File: config.mk
export PLATFORM = sky130hd
export DESIGN_NAME = uart_tx_param
export DESIGN_NICKNAME = d
export VERILOG_FILES = /design/src/rtl/uart_tx_param.sv
export SDC_FILE = /design/constraint.sdc
export NUM_CORES = 1
export LEC_CHECK = 0
export ABC_AREA = 1
export BUFFER_PORTS_ARGS = -buffer_cell sky130_fd_sc_hd__buf_2
export CORE_MARGIN = 2
export CORE_UTILIZATION = 45
export DETAILED_ROUTE_END_ITERATION = 6
export HOLD_SLACK_MARGIN = 0.02
export PLACE_DENSITY_LB_ADDON = 0.12
export SLEW_MARGIN = 20
export SYNTH_ARGS = -nofsm -noshare
export SYNTH_HDL_FRONTEND = slang
export SYNTH_SLANG_ARGS = --single-unit
File: constraint.sdc
create_clock -name clk -period 3.5 [get_ports clk]
set_input_delay 0.7 -clock clk [delete_from_list [all_inputs] [get_ports clk]]
set_output_delay 0.7 -clock clk [all_outputs]
set_load 0.05 [all_outputs]
File: src/rtl/uart_tx_param.sv
// uart_tx_param: parametrised UART transmitter.
// Each frame is start(0), DATA_BITS payload bits LSB first, an optional
// parity bit, then STOP_BITS stop bits. Every bit lasts baud_div+1 clocks.
// Consecutive frames run back to back when tx_valid is held.
//
// Ports
//   clk        system clock, rising edge
//   reset      asynchronous, active-high
//   baud_div   clocks per bit minus 1, captured when a word is accepted
//   tx_data    word to send, captured when a word is accepted
//   tx_valid   tx_data is valid
//   tx_ready   word accepted on an edge where tx_valid && tx_ready
//   uart_tx    serial line, idles high
//   tx_done    one-cycle pulse after the last stop bit
//   uart_state high while a frame is on the line
//
// state | meaning
// IDLE  | line high, ready for a word
// START | start bit (0)
// DATA  | payload bits, LSB first
// PAR   | parity bit (only when parity is enabled)
// STOP  | stop bit(s)
module uart_tx_param #(
  parameter int DATA_BITS = 8,
  parameter int PARITY    = 0,
  parameter int STOP_BITS = 1,
  parameter int DIV_W     = 16
) (
  input  logic                 clk,
  input  logic                 reset,
  input  logic [DIV_W-1:0]     baud_div,
  input  logic [DATA_BITS-1:0] tx_data,
  input  logic                 tx_valid,
  output logic                 tx_ready,
  output logic                 uart_tx,
  output logic                 tx_done,
  output logic                 uart_state
);

  // Unknown parity codes fall back to no parity.
  localparam bit HAS_PAR = (PARITY == 1) || (PARITY == 2);
  localparam bit ODD_PAR = (PARITY == 1);
  localparam logic [3:0] LAST_DATA = 4'(DATA_BITS - 1);
  localparam logic [3:0] LAST_STOP = 4'(STOP_BITS - 1);

  typedef enum logic [2:0] {IDLE, START, DATA, PAR, STOP} state_t;

  state_t               state, state_nxt;
  logic [DIV_W-1:0]     div_q;
  logic [DIV_W-1:0]     cnt, cnt_nxt;
  logic [3:0]           idx, idx_nxt;
  logic [DATA_BITS-1:0] shift_q, shift_nxt;
  logic                 par_q, par_nxt;
  logic                 wrap;
  logic                 done_nxt;
  logic                 line_nxt;

  assign wrap = (cnt == div_q);

  always_comb begin
    state_nxt = state;
    cnt_nxt   = cnt;
    idx_nxt   = idx;
    shift_nxt = shift_q;
    par_nxt   = par_q;
    done_nxt  = 1'b0;
    line_nxt  = 1'b1;

    if (state != IDLE)
      cnt_nxt = wrap ? '0 : cnt + 1'b1;

    case (state)
      IDLE: begin
        if (tx_valid) begin
          state_nxt = START;
          shift_nxt = tx_data;
          par_nxt   = (^tx_data) ^ ODD_PAR;
          cnt_nxt   = '0;
        end
      end
      START: begin
        if (wrap) begin
          state_nxt = DATA;
          idx_nxt   = '0;
        end
      end
      DATA: begin
        if (wrap) begin
          if (idx == LAST_DATA) begin
            state_nxt = HAS_PAR ? PAR : STOP;
            idx_nxt   = '0;
          end else begin
            idx_nxt   = idx + 1'b1;
            shift_nxt = shift_q >> 1;
          end
        end
      end
      PAR: begin
        if (wrap) begin
          state_nxt = STOP;
          idx_nxt   = '0;
        end
      end
      STOP: begin
        if (wrap) begin
          if (idx == LAST_STOP) begin
            state_nxt = IDLE;
            done_nxt  = 1'b1;
          end else begin
            idx_nxt = idx + 1'b1;
          end
        end
      end
      default: state_nxt = IDLE;
    endcase

    // Line value is decoded from the next state so uart_tx can be a flop.
    case (state_nxt)
      START:   line_nxt = 1'b0;
      DATA:    line_nxt = shift_nxt[0];
      PAR:     line_nxt = par_nxt;
      default: line_nxt = 1'b1;
    endcase
  end

  always_ff @(posedge clk or posedge reset) begin
    if (reset) begin
      state      <= IDLE;
      cnt        <= '0;
      idx        <= '0;
      div_q      <= '0;
      shift_q    <= '0;
      par_q      <= 1'b0;
      uart_tx    <= 1'b1;
      tx_ready   <= 1'b1;
      tx_done    <= 1'b0;
      uart_state <= 1'b0;
    end else begin
      state      <= state_nxt;
      cnt        <= cnt_nxt;
      idx        <= idx_nxt;
      shift_q    <= shift_nxt;
      par_q      <= par_nxt;
      if (state == IDLE && tx_valid)
        div_q <= baud_div;
      uart_tx    <= line_nxt;
      tx_ready   <= (state_nxt == IDLE);
      tx_done    <= done_nxt;
      uart_state <= (state_nxt != IDLE);
    end
  end

endmodule

==> metrics.txt <==
status=finished, final reports clean; setup total negative slack=0 ns; global route overflow=0; Synth warnings=0; n_diodes=0; final hold viol count=0; PostCTS Resize Cnt=0; Pleak=about 0.0016 µW; Slew Viols, Final=0; CTS H-Tree Depth=2; Vias=between 2000 and 2500; Clk pwr share=a little over a fifth; final cycle utilization of the critical path=approximately 65%; # IOs=31; CP Launch Type=flop; router iterations before antenna repair=4; Final ANT Viol Nets=0; Synth Area per Inst=7.50 µm²; internal power of the cells=1260 µW; Flop pwr share=47.6%; fillcell total=642; CP arrival=2.49 ns; CTS Hold Bufs=0; Final min period=2.27 ns; ratio of cells with drive above 1 in the final layout=15.7%; combinational cell fraction of total power=31.3%; leading area contributor after synthesis=dfrtp_1; Root Driver=clkbuf_8; sequential share of the synthesized area=between 40 and 50%; Die Y=84.3 µm; mapped cell area=2900 µm²; count of cell types in the netlist=38; crit path kind=flop to flop; Crit. End Element=flop; Worst-Margin Slew=0.706 ns; Skew-Pair Late Insertion Delay=0.31 ns; Worst-path clk slew=0.10 ns; Hold WC Path Type=input port to asynchronous set/reset pin; WL/cell=approximately 12 µm; PD cells=610 nW/µm²; worst hold slack=0.471 ns; CTS max path bufs=2; Routability Congestion=0.795; die width=84.3 µm; TritonCTS clock tree=done; WL final=between 6 and 7 mm; Site Rows=29; CP required=3.71 ns; Crit-path slowest cell=inv_2; crit-path cells=nor2_1 > nand2_2 > inv_2 > nand2_1 > inv_2 > o21ai_1 > a22o_1; VDD IR max=310 µV; clk_skew=0.0162 ns; postcts setup bufs=0; # port buffers=30; slew margin rel.=52.9%; # setup viols final=0; DR DRC count=0; vias in the first global route=2346; Yosys top cell area share=43.1%; RSZ-0062 raised after global routing=false; most common cell after layout, fill and taps aside=nand2_1; TritonCTS Buffers=5; syn nets=417; largest cells by area after synthesis=dfrtp_1 43%, nand2_1 15%, inv_1 6.0%; Post-DP HPWL=4.37 mm; initial antenna violation count=0; total die area=7110 µm²; maxcap violations=0; Layout area overhead=11.4%; clock sinks=52; Sw Ratio=roughly 36%; pin count of the biggest net entering global routing=45; Net Sw Power=between 700 and 800 µW; Initial Util=46.2%; most frequent cells in the layout=118 x nand2_1, 50 x dfrtp_1, 45 x inv_1; Cells after Synth=387; Synth Register Bits=52; Worst path max stage delay=0.53 ns; first-pass GRT wire length=10.7 mm; worst-path fanout max=44; Achievable Freq=440 MHz; CORE AREA=6280 µm²; DRT iter0 DRCs=146; Global Route Usage Sum=18.4%; nets=449; vias per cell=4.94; Most common cell on crit path=inv_2
==> cell usage after synthesis, drive strengths merged <==
cell,number
dfrtp,50
nand2b,2
xnor2,5
ha,3
o221ai,1
clkinv,2
o21ai,29
nand2,120
o31ai,4
inv,56
xor2,6
nor3b,5
nand3,33
dfstp,2
clkbuf,1
or2,2
nor2,33
nor3,10
a21oi,8
a21boi,2
buf,6
nand4,5
a22o,1
nor4,1
==> registers in the layout (all words and copies together), names as in the netlist <==
register and flops:
shift_q 8, uart_tx 1, tx_ready 1, idx 4, cnt 16, state 3, uart_state 1, par_q 1
tx_done 1, div_q 16
==> power groups by stage <==
stage / Combinational [µW] / Clock [µW] / Sequential, µW
2_1_floorplan: 482 / 0 / 931
3_3_place_gp: 606 / 0 / 945
3_5_place_dp: 621 / 0 / 948
4_1_cts: 624 / 426 / 938
5_1_grt: 731 / 451 / 966
6_report: 616 / 416 / 939
==> per-layer routing <==
layer / GRT usage (%) / up-vias / routed length (µm)
met5: 0 / - / 0
li1: - / 1286 / -
met4: 4.84 / 0 / 70
met2: 29.0 / 49 / 2670
met3: 3.93 / 7 / 297
met1: 25.9 / 1113 / 3080
==> final timing paths <==
kind	startpoint	end	cells past startpoint	slack, ns
worst max-delay path	state[0]$_DFF_PP0_	shift_q[7]$_DFFE_PP0P_	7	1.23
worst min-delay path	reset	shift_q[0]$_DFF_PP0_	2	0.47
worst max register to register	state[0]$_DFF_PP0_	shift_q[7]$_DFFE_PP0P_	7	1.23
worst min register to register	shift_q[2]$_DFFE_PP0P_	shift_q[2]$_DFFE_PP0P_	2	0.50
max in group asynchronous	reset	div_q[1]$_DFFE_PP0P_	3	2.26
min in group clk	shift_q[2]$_DFFE_PP0P_	shift_q[2]$_DFFE_PP0P_	2	0.50
==> per-stage QoR <==
step           total power [µW]  cell area (µm²)  setup WS, ns  cells  util, %
2_1_floorplan              1410             2900          1.55    387        -
3_3_place_gp               1550             3130          1.30    489     49.8
3_5_place_dp               1570             3130          1.23    489     49.8
4_1_cts                    1990             3230          1.21    497     51.5
5_1_grt                    2150             3230         0.917    497     51.5
6_report                   1970             3230          1.23    497     51.5
==> critical path, delay by kind of cell, from the launching register on <==
family          cells  cell delay [ns]
flops               1             0.40
buf+inv             2             0.70
compound gates      2             0.56
simple gates        3             0.52
==> cell type report <==
type / count / area (µm²) / area share (%)
Inverter: 58 / 218 / 6.73
Timing Repair Buffer: 32 / 165 / 5.11
Tap cell: 77 / 96.3 / 2.98
Multi-Input combinational cell: 270 / 1340 / 41.5
Sequential cell: 52 / 1300 / 40.3
Clock buffer: 6 / 72.6 / 2.24
Clock inverter: 2 / 35.0 / 1.08
==> kinds of logic (layout without fill, tap and decap cells) <==
kind of cell	Yosys count	count (layout)	share of synthesized area [%]
AO/OA/AOI/OAI	45	45	9.19
XOR/XNOR	11	11	3.32
flip-flops	52	52	44.9
adder cells (fa/ha/maj)	3	3	1.29
AND/OR/NAND/NOR	211	211	32.5
buffers and inverters	65	98	8.80
Power figures use the tool's default switching activity.
